**src/rtl/mux2_rr_arbiter.sv**
```systemverilog
// mux2_rr_arbiter
//   Two-input round-robin valid/ready arbiter feeding a one-entry output
//   register. o_sel follows the mux2 convention (0 = source A, 1 = source B)
//   and is registered together with the winning word.
//
// Parameters
//   WIDTH       payload width of a, b and y data
//
// Ports
//   i_clk       system clock, rising edge
//   i_rst_n     asynchronous active-low reset
//   i_a_valid   source A has a word
//   i_a_data    source A payload
//   o_a_ready   source A word transfers on this edge when i_a_valid & o_a_ready
//   i_b_valid   source B has a word
//   i_b_data    source B payload
//   o_b_ready   source B word transfers on this edge when i_b_valid & o_b_ready
//   o_y_valid   output register holds a word
//   o_y_data    registered winning word
//   i_y_ready   downstream accepts the output word
//   o_sel       registered source of o_y_data (0 = A, 1 = B)
//   o_cnt_a     saturating count of accepted A words (MUX2_ARB_STATS_EN only)
//   o_cnt_b     saturating count of accepted B words (MUX2_ARB_STATS_EN only)
//
// Optional feature
//   Define MUX2_ARB_STATS_EN to add the o_cnt_a / o_cnt_b transfer counters.

module mux2_rr_arbiter #(
  parameter int WIDTH = 8
) (
  input  logic             i_clk,
  input  logic             i_rst_n,
  input  logic             i_a_valid,
  input  logic [WIDTH-1:0] i_a_data,
  output logic             o_a_ready,
  input  logic             i_b_valid,
  input  logic [WIDTH-1:0] i_b_data,
  output logic             o_b_ready,
  output logic             o_y_valid,
  output logic [WIDTH-1:0] o_y_data,
  input  logic             i_y_ready,
`ifdef MUX2_ARB_STATS_EN
  output logic [15:0]      o_cnt_a,
  output logic [15:0]      o_cnt_b,
`endif
  output logic             o_sel
);

  logic             r_y_valid;
  logic [WIDTH-1:0] r_y_data;
  logic             r_sel;
  logic             r_prio;     // 0: A favoured on a tie, 1: B favoured

  logic             w_load_en;
  logic             w_grant_a;
  logic             w_grant_b;
  logic             w_grant;

  // Reset is folded into load_en so neither source sees ready while the
  // block is held in reset; otherwise an empty register would advertise ready.
  assign w_load_en = i_rst_n & (~r_y_valid | i_y_ready);

  assign w_grant_a = i_a_valid & (~i_b_valid | ~r_prio);
  assign w_grant_b = i_b_valid & (~i_a_valid |  r_prio);
  assign w_grant   = w_grant_a | w_grant_b;

  assign o_a_ready = w_load_en & w_grant_a;
  assign o_b_ready = w_load_en & w_grant_b;

  always_ff @(posedge i_clk or negedge i_rst_n) begin
    if (!i_rst_n) begin
      r_y_valid <= 1'b0;
      r_y_data  <= '0;
      r_sel     <= 1'b0;
      r_prio    <= 1'b0;
    end else if (w_load_en) begin
      if (w_grant) begin
        r_y_valid <= 1'b1;
        r_y_data  <= w_grant_b ? i_b_data : i_a_data;
        r_sel     <= w_grant_b;
        // Favour the loser next time.
        r_prio    <= ~w_grant_b;
      end else begin
        r_y_valid <= 1'b0;
      end
    end
  end

  assign o_y_valid = r_y_valid;
  assign o_y_data  = r_y_data;
  assign o_sel     = r_sel;

`ifdef MUX2_ARB_STATS_EN
  logic [15:0] r_cnt_a;
  logic [15:0] r_cnt_b;

  always_ff @(posedge i_clk or negedge i_rst_n) begin
    if (!i_rst_n) begin
      r_cnt_a <= '0;
      r_cnt_b <= '0;
    end else begin
      if (i_a_valid && o_a_ready && (r_cnt_a != 16'hFFFF)) r_cnt_a <= r_cnt_a + 16'd1;
      if (i_b_valid && o_b_ready && (r_cnt_b != 16'hFFFF)) r_cnt_b <= r_cnt_b + 16'd1;
    end
  end

  assign o_cnt_a = r_cnt_a;
  assign o_cnt_b = r_cnt_b;
`endif

endmodule

```
**config.mk**
```make
export PLATFORM = sky130hd
export DESIGN_NAME = mux2_rr_arbiter
export DESIGN_NICKNAME = d
export VERILOG_FILES = /design/src/rtl/mux2_rr_arbiter.sv
export SDC_FILE = /design/constraint.sdc
export NUM_CORES = 1
export LEC_CHECK = 0
export ABC_AREA = 1
export CAP_MARGIN = 0
export CORE_MARGIN = 1
export CORE_UTILIZATION = 33
export DETAILED_ROUTE_END_ITERATION = 6
export PLACE_DENSITY_LB_ADDON = 0.05
export SETUP_SLACK_MARGIN = 0.2
export SLEW_MARGIN = 20
export SYNTH_ARGS = -nofsm -noshare
export SYNTH_HDL_FRONTEND = slang
export SYNTH_SLANG_ARGS = --single-unit
```
**constraint.sdc**
```tcl
create_clock -name i_clk -period 1.3 [get_ports i_clk]
set_clock_uncertainty 0.2 [all_clocks]
set_input_delay 0.195 -clock i_clk [delete_from_list [all_inputs] [get_ports i_clk]]
set_output_delay 0.195 -clock i_clk [all_outputs]
set_load 0.05 [all_outputs]
```
* Word level (Yosys, flattened, before mapping)
Cells that the tools add are included.
** Storage, ports and cells
- Flip-flop bits (word level) :: 11
- Input port bits :: 21
- Output and inout bits :: 12
** Operators by class
- Muxes and demuxes :: 2
- Bitwise operators :: 14
- Reductions and logical operators :: 1
** Operators with widths (number)
- two-way mux 8 bit :: 1
- bitwise AND 1 bit :: 5
- inverter 1 bit :: 5
- bitwise OR 1 bit :: 4
- AND reduction 2 bit :: 1
- two-way mux 1 bit :: 1

* Depth between registers and ports, before layout
Gate-level depths: netlist of run 1.
- Word-level depth :: 5
- Mapped depth :: 7

* Worst setup path before layout of run 1
Ideal clock, no wire load.
- Kind :: register to register
- Start point :: register r_y_valid (netlist: o_y_valid)
- End point :: register r_prio
- Arrival :: 1.718 ns
- Required time :: 1.018 ns
- Slack :: -0.700 ns
- Cell stages (with the launch flop) :: 5
- Path buffers :: 0
- Cell sequence :: dfrtp_1 > nand2_1 > nand2_2 > nor2_1 > o21bai_1
** On the way
- Longest elaborated chain between the ends :: 4
** Ends and longest elaborated chain
- start, declared :: RTL line 49 : logic r_y_valid;
- start signal, assigned :: RTL line 72 : r_y_valid <= 1'b0;
- start signal, assigned :: RTL line 78 : r_y_valid <= 1'b1;
- start signal, assigned :: RTL line 84 : r_y_valid <= 1'b0;
- inverter 1 bit :: RTL line 61 : assign w_load_en = i_rst_n & (~r_y_valid | i_y_ready);
- bitwise OR 1 bit :: RTL line 61
- bitwise AND 1 bit :: RTL line 61
- AND reduction 2 bit (no line)
- end signal, assigned :: RTL line 82 : r_prio <= ~w_grant_b;
- end, declared :: RTL line 52 : logic r_prio;
No other way between the ends.
A chain may end at the register's enable or synchronous reset.

* Final worst setup path of run 1
- Start point :: register r_prio
- End point :: output o_b_ready
** On the way
- Longest elaborated chain between the ends :: 3
** Ends and longest elaborated chain
- bitwise OR 1 bit :: RTL line 64 : assign w_grant_b = i_b_valid & (~i_a_valid | r_prio);
- bitwise AND 1 bit :: RTL line 64
- bitwise AND 1 bit :: RTL line 68 : assign o_b_ready = w_load_en & w_grant_b;
- end, declared :: RTL line 38 : output logic o_b_ready,
No other way between the ends.

==> key figures, run 1 <==
Global routing
  • Global router's overall resource usage: 17.5%
  • Largest net degree at the start of global routing: 12
  • GRT Residual Overflow: 0
  • Initial antenna violation count: 0
  • Vias in the first global route: 626
  • First-pass GRT wire length: 2590 um

Synthesis
  • Post-Synthesis Cells: 82
  • Post-synth top area cell: dfrtp_1
  • Post-Syn Nets: 103
  • Syn avg cell area: 7.45 um2
  • #FFs+latches synth: 11
  • Post-synthesis cell area: 611 um2
  • Top area cells in the synthesized netlist: dfrtp_1 (45%), nand2_1 (23%), nand3_1 (13%)
  • Synth top area share: a little under half
  • Cell variety after synth: 14
  • Sequential fraction of the synthesis area: a little under half
  • Synth Warn #: 0

Detailed routing
  • Avg WL per Cell: 10.2 um
  • Final WL: 1690 um
  • Vias: 746
  • Vias per Instance: 4.52
  • Final ANT Viol Nets: 0
  • Remaining DRCs: 0
  • Pre-antenna DRT Iters: 4
  • DR iter-0 viols: 3

Clocking
  • CTS Buf Count: 3
  • Worst-Skew Late Latency: 0.27 ns
  • H-tree depth: 1
  • Clock-pin slew on the worst setup and hold paths: 0.07 ns
  • Root Buffer Master: clkbuf_4
  • Clock sinks: 11
  • Clock tree buffer depth: 2
  • CTS tree: yes
  • Hold Buf Count CTS: 0

Finish
  • Share of layout cells above drive strength 1: 46.4%
  • Fin nets: 162
  • Core Util, Final: 79.4%
  • Area delta synth->final: 125%
  • Ant. Diodes: 0

Setup path
  • Critical path class: reg -> out
  • CP max stage cell: dfrtp_1
  • Startpoint types: flop
  • Critical Path End Type: output pin
  • Reg-to-reg endpoint: o_y_data[1]$_DFFE_PN0P_
  • Arr. time, crit path: approximately 1.2 ns
  • CP most frequent cell: nand2_2
  • CP bufs+invs: 2
  • Worst path cell trace: inv_2 -> nand2_2 -> nand2_2 -> nor2_4 -> buf_12
  • Worst Path Max Fanout: 2
  • CP top delay family: flip-flops
  • Worst r2r src: o_y_valid$_DFFE_PN0N_
  • Crit path largest cell delay: roughly 0.42 ns
  • Internal reg-to-reg setup slack: -0.12 ns
  • R2R depth: 6
  • Worst path required time: about 0.9 ns

Floorplanning
  • Die area: 2030 um2
  • DIE HEIGHT: 45.0 um
  • Initial Util: 35.4%
  • I/O pins: 33
  • CORE AREA: 1730 um2
  • Die X: 45.0 um
  • Num rows: 15

STA
  • Final Hold Fails: 0
  • RSZ-0062 raised after global routing: true
  • Max Slew Vio Count: 0
  • Worst-Margin Slew: roughly 0.22 ns
  • Post-Route Setup TNS: -1.41 ns
  • Final Cycle Share: 119%
  • PnR worst setup slack: -0.249 ns
  • Rel. slew slack: about 85%
  • Fmax: 646 MHz
  • # setup viols final: 11
  • Min Clock Period, post-route: ~1.5 ns

Power
  • IR drop worst, VDD: 0.887 mV
  • Pwr Density: 1450 nW/um2
  • Pleak: 0.000680 uW

Placement
  • I/O Buffers: 32
  • GP Congestion: 0.747
  • Detailed Place HPWL: 1200 um

Worst hold path
  • Hold Crit Class: in -> async

Flow run
  • Number of max-cap violations: 0

Run status
  • Status: finished, violations left
  • Failing checks: setup timing
==> cells by family (layout without fill, tap and decap cells) <==
family	after synthesis	after routing	synth area share, %
AOI/OAI and AO/OA	3	3	2.87
buffers and inverters	6	63	5.53
DFF	11	11	45.1
and+or+nand+nor	62	63	46.5
==> Yosys cell counts <==
cell / instances
and2b_1: 1
buf_4: 1
buf_6: 1
dfrtp_1: 11
inv_1: 3
inv_2: 1
nand2_1: 37
nand2_2: 3
nand2_4: 1
nand3_1: 16
nand3_2: 2
nor2_1: 2
o21ai_0: 2
o21bai_1: 1
==> worst max path at each step <==
stage	from	to	slack, ns	cells after the start
2_1_floorplan	o_y_valid$_DFFE_PN0N_	r_prio$_DFFE_PN0P_	-0.16	4
3_3_place_gp	i_b_valid	o_y_data[2]$_DFFE_PN0P_	-0.29	6
3_5_place_dp	i_b_valid	o_y_data[4]$_DFFE_PN0P_	-0.33	6
4_1_cts	r_prio$_DFFE_PN0P_	o_b_ready	-0.24	5
5_1_grt	r_prio$_DFFE_PN0P_	o_b_ready	-0.30	5
6_report	r_prio$_DFFE_PN0P_	o_b_ready	-0.25	5
==> routing by layer <==
layer / GRT usage, % / share of wire (%) / vias up
li1: - / - / 385
met1: 24.2 / 47 / 331
met4: 9.09 / 1.6 / 0
met3: 1.20 / 3.9 / 2
met5: 0 / 0 / -
met2: 27.5 / 47 / 28
==> cell type report <==
cell class,instances,area [um2]
multi-input combinational,66,394
tap,25,31.3
sequential,11,277
fill,123,355
inverter,4,15.0
timing repair buffer,55,628
clock buffer,4,26.3
==> cell usage in the layout (no fill, tap or decap) <==
cell type	Yosys	final
nand2_1	37	24
buf_4	1	18
clkdlybuf4s50_1	0	17
nand3_1	16	16
nand2_2	3	14
buf_12	0	12
dfrtp_1	11	10
buf_6	1	5
nand2_4	1	3
inv_2	1	3
nand3_4	0	3
clkbuf_4	0	3
dlygate4sd2_1	0	3
nor2_4	0	2
o21ai_1	0	2
inv_1	3	1
and2b_4	0	1
o21bai_1	1	1
clkbuf_1	0	1
dfrtp_2	0	1
==> sequential cells by signal (all words and copies together), names as in the netlist <==
name       flops
o_sel          1
o_y_data       8
o_y_valid      1
r_prio         1
==> where the power goes <==
group	leakage (uW)	internal, uW	switching (uW)
combinational	0.000531	634	590
clock	0.0000150	119	112
sequential	0.000134	432	97.8
==> metrics by stage <==
step / power, uW / worst slack (ns) / cells / hold WS, ns / instance area, um2
2_1_floorplan: 1000 / -0.160 / 82 / -0.301 / 647
3_3_place_gp: 1540 / -0.291 / 145 / 0.326 / 1160
3_5_place_dp: 1550 / -0.329 / 145 / 0.332 / 1160
4_1_cts: 1870 / -0.244 / 157 / 0.272 / 1280
5_1_grt: 2080 / -0.299 / 165 / 0.288 / 1370
6_report: 1980 / -0.249 / 165 / 0.271 / 1370
==> worst register-to-register path, delay by kind of cell (launching register included) <==
family / cells / cell delay [ns]
buffers and inverters: 1 / 0.13
DFF: 1 / 0.43
and+or+nand+nor: 5 / 0.61
==> repair_timing <==
| item | 4_1_cts | 5_1_grt |
|---|---|---|
| endpoints found under the setup margin | 23 | 23 |
| buffers inserted | 7 | 8 |
| gates resized for setup | 13 | 15 |
| pin swaps | 8 | 10 |
| hold endpoints to repair | 0 | 0 |
| cloned | 1 | 0 |
No activity file was read; power rests on OpenSTA's default activity.
==> run 2, diff against run 1 <==
PLACE_DENSITY_LB_ADDON = 0.12   (was 0.05)
SKIP_CTS_REPAIR_TIMING = 1   (was unset)
TNS_END_PERCENT = 1   (was unset)
==> run 2 against run 1 <==
The run still ends with setup timing left. Hold slack lost 0.14 ns. Highest routed layer unchanged. Design area shrank 13%. Largest power group unchanged. Sequential share of layout area grew 3.1 points. Non-clock buffer count shrank 14.
==> key figures, run 2 (same netlist as run 1, synthesis figures left out) <==
Run status
  • Status: finished, violations left
  • Failing checks: setup timing

Setup path
  • Critical Path End Type: output pin
  • CP max stage cell: dfrtp_1
  • Worst Path Max Fanout: 2 (unchanged)
  • Critical path class: reg -> out
  • CP most frequent cell: nand2_2
  • Startpoint types: flop
  • Arr. time, crit path: 1.16 ns (about the same)
  • Internal reg-to-reg setup slack: -0.02 ns (+0.10 ns)
  • CP top delay family: flip-flops
  • Worst path required time: 0.90 ns (about the same)
  • Worst path cell trace: inv_2 -> nand2_2 -> nand2_2 -> nor2_4 -> buf_12
  • CP bufs+invs: 2 (unchanged)
  • Crit path largest cell delay: 0.42 ns (about the same)

STA
  • # setup viols final: 11 (unchanged)
  • Max Slew Vio Count: 0 (unchanged)
  • Fmax: 643 MHz (-0.44%)
  • Min Clock Period, post-route: 1.56 ns (+0.00687 ns)
  • Hold WS: 0.130 ns (-0.141 ns)
  • Final Cycle Share: 120% (+0.53 points)
  • PnR worst setup slack: -0.256 ns (-0.00687 ns)
  • Rel. slew slack: 81.6% (-3.9 points)
  • Final Hold Fails: 0 (unchanged)
  • RSZ-0062 raised after global routing: true
  • Worst-Margin Slew: 0.275 ns (+0.0576 ns)

Clocking
  • CTS Buf Count: 3 (unchanged)
  • CTS tree: yes
  • Root Buffer Master: clkbuf_4
  • Clock-pin slew on the worst setup and hold paths: 0.07 ns (about the same)
  • H-tree depth: 1 (unchanged)
  • Clock tree buffer depth: 2 (unchanged)
  • Clock sinks: 11 (unchanged)
  • Worst-Skew Late Latency: 0.26 ns (about the same)

Global routing
  • Largest net degree at the start of global routing: 13 (+1)
  • Vias in the first global route: 623 (-0.48%)
  • First-pass GRT wire length: 2630 um (+1.6%)
  • Met1 usage: 23.0% (-1.3 points)
  • GRT Residual Overflow: 0 (unchanged)
  • Met3 GRT Util: 2.40% (+1.2 points)
  • M2 GR Usage: 29.6% (+2.0 points)
  • Initial antenna violation count: 0 (unchanged)
  • Global router's overall resource usage: 18.0% (+0.44 points)
  • GR peak layer: met2

Placement
  • Worst slack, placed: -0.409 ns (-0.0797 ns)
  • Detailed Place HPWL: 1340 um (+11%)
  • GP Congestion: 0.786 (+5.3%)
  • I/O Buffers: 32 (unchanged)

Finish
  • Ant. Diodes: 0 (unchanged)
  • Fin nets: 147 (-9.3%)
  • Max FFs per register: 8 (unchanged)
  • Most frequent cells in the layout: nand2_1 (35), clkdlybuf4s50_1 (18), nand3_1 (16)
  • Fill cells: 140 (+14%)
  • Share of layout cells above drive strength 1: 31.2% (-15 points)
  • FF+latch area: 277 um2 (unchanged)
  • Commonest non-fill, non-tap cell in the layout: nand2_1
  • Core Util, Final: 68.9% (-11 points)
  • Area delta synth->final: 94.9%
  • Area occupied by multi-input gates: 328 um2 (-17%)

Detailed routing
  • Vias per Instance: 4.61 (+2.0%)
  • Pre-antenna DRT Iters: 4 (unchanged)
  • Final ANT Viol Nets: 0 (unchanged)
  • DR iter-0 viols: 9 (+6)
  • Vias: 692 (-7.2%)
  • Remaining DRCs: 0 (unchanged)
  • Final WL: 1710 um (+1.1%)
  • Avg WL per Cell: 11.4 um (+11%)

Power
  • Pwr Density: 1500 nW/um2 (+3.9%)
  • Pleak: 0.000604 uW (-11%)
  • Total power: 1790 uW (-9.8%)
  • IR drop worst, VDD: 0.622 mV (-30%)

Floorplanning
  • CORE AREA: 1730 um2 (unchanged)
  • Die X: 45.0 um (unchanged)
  • Initial Util: 35.4% (unchanged)
  • I/O pins: 33 (unchanged)
  • DIE HEIGHT: 45.0 um (unchanged)
  • Die area: 2030 um2 (unchanged)
  • Num rows: 15 (unchanged)

Flow run
  • Number of max-cap violations: 0 (unchanged)

Worst hold path
  • Hold Crit Class: in -> async
[run 2: cell types whose count changed in the layout (fill, tap and decap cells not counted), sizes merged]
| cell | before | now |
|---|---|---|
| buf | 35 | 21 |
| dlygate4sd2 | 3 | 0 |
| clkdlybuf4s50 | 17 | 18 |
| dlymetal6s2s | 0 | 2 |
| nand3 | 19 | 18 |
[run 2: path summary, 6_finish.rpt]
check,from,to,depth (start not counted)
setup reg to reg,o_y_valid$_DFFE_PN0N_,o_y_data[4]$_DFFE_PN0P_,5
hold / removal,i_rst_n,o_y_data[4]$_DFFE_PN0P_,2
hold reg to reg,o_y_data[6]$_DFFE_PN0P_,o_y_data[6]$_DFFE_PN0P_,2
min in group i_clk,i_b_valid,o_sel$_DFFE_PN0P_,3
setup / recovery,r_prio$_DFFE_PN0P_,o_b_ready,5
max in group asynchronous,i_rst_n,o_y_valid$_DFFE_PN0N_,2
[run 2: layout make-up]
| type | instances | area share [%] |
|---|---|---|
| well taps | 25 | 2.63 |
| flip-flops and latches | 11 | 23.2 |
| inverters | 4 | 1.26 |
| multi-input cells | 65 | 27.5 |
| clock buffers | 4 | 2.21 |
| repair buffers | 41 | 43.1 |
[run 2: through the flow]
| step | std cells | instance area [um2] | TNS [ns] |
|---|---|---|---|
| after floorplan | 82 | 634 | -1.73 |
| after global placement | 143 | 1130 | -4.11 |
| after detailed placement | 143 | 1130 | -4.39 |
| after CTS | 147 | 1160 | -1.59 |
| after global routing | 150 | 1190 | -1.83 |
| final | 150 | 1190 | -0.957 |
[run 2: worst reg2reg max path: stages (launching register included)]
cell and delay, ns:
dfrtp_2 0.42, nand2_2 0.09, nand2_4 0.08, and2b_2 0.32, nand2_1 0.08, nand2_1 0.07
[run 2: report_power, final]
| group | switching, uW | total [uW] | internal [uW] | leakage (uW) |
|---|---|---|---|---|
| sequential | 104 | 536 | 432 | 0.000134 |
| clock | 109 | 227 | 118 | 0.0000150 |
| combinational | 526 | 1030 | 500 | 0.000455 |
| total | 740 | 1790 | 1050 | 0.000604 |
[run 2: layer usage]
layer | up-vias | part of all wire [%]
li1 | 348 | -
met1 | 317 | 45
met2 | 23 | 49
met3 | 4 | 4.0
met4 | 0 | 1.7
met5 | - | 0
==> run 3, diff against run 2 <==
CORE_ASPECT_RATIO = 1.25   (was unset)
==> run 3 against run 2 <==
The flow still finishes with violations (setup timing). Maximum frequency shrank 0.58%. Final cell count shrank 2.7%. Flip-flop and latch count is the same. Setup slack lost 0.0090 ns. First-iteration DRC count grew 11%. Sequential share of layout area shrank 0.60 points. Utilization grew 1.1 points. Hold slack gained 0.0053 ns. Non-clock buffer count grew 2. Clock power grew 2%. Critical path type unchanged. Critical endpoint unchanged. Largest power group unchanged. Highest routed layer unchanged.
==> key figures, run 3 (same netlist as run 1, synthesis figures left out) <==
STA
  • Worst-Margin Slew: 0.311 ns (+0.0364 ns)
  • Final Hold Fails: 0 (unchanged)
  • Hold WS: 0.135 ns (+0.00528 ns)
  • # setup viols final: 11 (unchanged)
  • Rel. slew slack: 79.2% (-2.4 points)
  • Min Clock Period, post-route: 1.56 ns (+0.00902 ns)
  • Fmax: 639 MHz (-0.58%)
  • Max Slew Vio Count: 0 (unchanged)
  • RSZ-0062 raised after global routing: true
  • Post-Route Setup TNS: -0.603 ns (+0.354 ns)
  • Final Cycle Share: 120% (+0.69 points)
  • PnR worst setup slack: -0.265 ns (-0.00902 ns)

Detailed routing
  • Vias per Instance: 4.75 (+2.9%)
  • Avg WL per Cell: 10.9 um (-4.2%)
  • DR iter-0 viols: 10 (+1)
  • Pre-antenna DRT Iters: 4 (unchanged)
  • Final ANT Viol Nets: 0 (unchanged)
  • Remaining DRCs: 0 (unchanged)
  • Vias: 693 (+0.14%)
  • Final WL: 1590 um (-6.7%)

Clocking
  • H-tree depth: 1 (unchanged)
  • CTS tree: yes
  • Clock-pin slew on the worst setup and hold paths: 0.07 ns (about the same)
  • Root Buffer Master: clkbuf_4
  • Worst-Skew Late Latency: 0.26 ns (about the same)
  • CTS Buf Count: 3 (unchanged)
  • Clock sinks: 11 (unchanged)
  • Clock tree buffer depth: 2 (unchanged)

Global routing
  • Largest net degree at the start of global routing: 13 (unchanged)
  • Global router's overall resource usage: 18.8% (+0.85 points)
  • Vias in the first global route: 627 (+0.64%)
  • GRT Residual Overflow: 0 (unchanged)
  • First-pass GRT wire length: 2650 um (+0.80%)
  • Initial antenna violation count: 0 (unchanged)

Placement
  • GP Congestion: 0.751 (-4.5%)
  • Detailed Place HPWL: 1230 um (-8.2%)
  • I/O Buffers: 32 (unchanged)
  • Placed inst area: 1140 um2 (+0.66%)

Finish
  • Area occupied by multi-input gates: 348 um2 (+6.1%)
  • Area delta synth->final: 100%
  • Core Util, Final: 70.0% (+1.1 points)
  • Ant. Diodes: 0 (unchanged)
  • Fin nets: 149 (+1.4%)
  • Max FFs per register: 8 (unchanged)
  • Most frequent cells in the layout: nand2_1 (33), clkdlybuf4s50_1 (18), nand3_1 (16)
  • Final Cell Area: 1220 um2 (+2.6%)
  • Share of layout cells above drive strength 1: 33.1% (+1.9 points)
  • Commonest non-fill, non-tap cell in the layout: nand2_1
  • FF+latch area: 277 um2 (unchanged)
  • Fill cells: 151 (+7.9%)

Floorplanning
  • Num rows: 17 (+2)
  • I/O pins: 33 (unchanged)
  • Initial Util: 35.0% (-0.36 points)
  • Die X: 40.5 um (-10%)
  • Die area: 2030 um2 (about the same)
  • CORE AREA: 1740 um2 (+1.0%)
  • DIE HEIGHT: 50.1 um (+11%)

Power
  • Pleak: 0.000617 uW (+2.1%)
  • IR drop worst, VDD: 0.762 mV (+23%)
  • Pwr Density: 1480 nW/um2 (-1.7%)

Setup path
  • Crit path largest cell delay: 0.42 ns (about the same)
  • Worst Path Max Fanout: 2 (unchanged)
  • Critical Path End Type: output pin
  • CP most frequent cell: nand2_2
  • Worst r2r src: r_prio$_DFFE_PN0P_
  • Startpoint types: flop
  • CP Launch Point: r_prio$_DFFE_PN0P_
  • Worst path required time: 0.90 ns (about the same)
  • Arr. time, crit path: 1.17 ns (about the same)
  • Worst path cell trace: inv_2 -> nand2_2 -> nand2_2 -> nor2_4 -> buf_12
  • Critical path class: reg -> out
  • CP max stage cell: dfrtp_1

Run status
  • Failing checks: setup timing
  • Status: finished, violations left

Flow run
  • Number of max-cap violations: 0 (unchanged)

Worst hold path
  • Hold Crit Class: in -> async
-- run 3: cell count changes in the layout (fill, tap and decap cells not counted), sizes merged --
cell / delta
buf: +2
-- run 3: per-layer routing --
layer / wire, um / GRT usage (%) / vias to the layer above
met5: 0 / 0 / -
met4: 19 / 8.33 / 0
met3: 51 / 2.70 / 2
met2: 809 / 27.5 / 23
met1: 714 / 26.4 / 311
li1: - / - / 357
-- run 3: stage by stage --
stage / setup slack (ns) / cells / total power [uW]
2_1_floorplan: -0.169 / 82 / 997
3_3_place_gp: -0.358 / 139 / 1540
3_5_place_dp: -0.418 / 139 / 1550
4_1_cts: -0.388 / 143 / 1780
5_1_grt: -0.336 / 146 / 1910
6_report: -0.265 / 146 / 1810
-- run 3: area by class of cell --
cell class / count / share of cell area, %
Tap cell: 19 / 1.95
Timing Repair Buffer: 43 / 43.5
Multi-Input combinational cell: 65 / 28.5
Clock buffer: 4 / 2.15
Inverter: 4 / 1.23
Sequential cell: 11 / 22.6
-- run 3: report_power, final --
part	leakage [uW]	switching [uW]	internal, uW
clock network	0.0000150	113	118
logic	0.000468	531	513
registers	0.000134	97.7	432
total	0.000617	742	1060
-- run 3: final timing paths --
check / endpoint / slack (ns) / depth (start not counted)
worst min-delay path: o_y_data[3]$_DFFE_PN0P_ / 0.14 / 2
worst max register to register: o_y_data[1]$_DFFE_PN0P_ / -0.02 / 5
worst min register to register: o_y_data[2]$_DFFE_PN0P_ / 0.34 / 2
max in group asynchronous: o_y_valid$_DFFE_PN0N_ / 0.59 / 2
min in group i_clk: o_sel$_DFFE_PN0P_ / 0.21 / 5
worst max-delay path: o_b_ready / -0.26 / 5
-- run 3: worst max-delay path: cells and delay by family, from the launching register on --
family / cells / cell delay, ns
and+or+nand+nor: 3 / 0.30
DFF: 1 / 0.42
buffers and inverters: 2 / 0.20
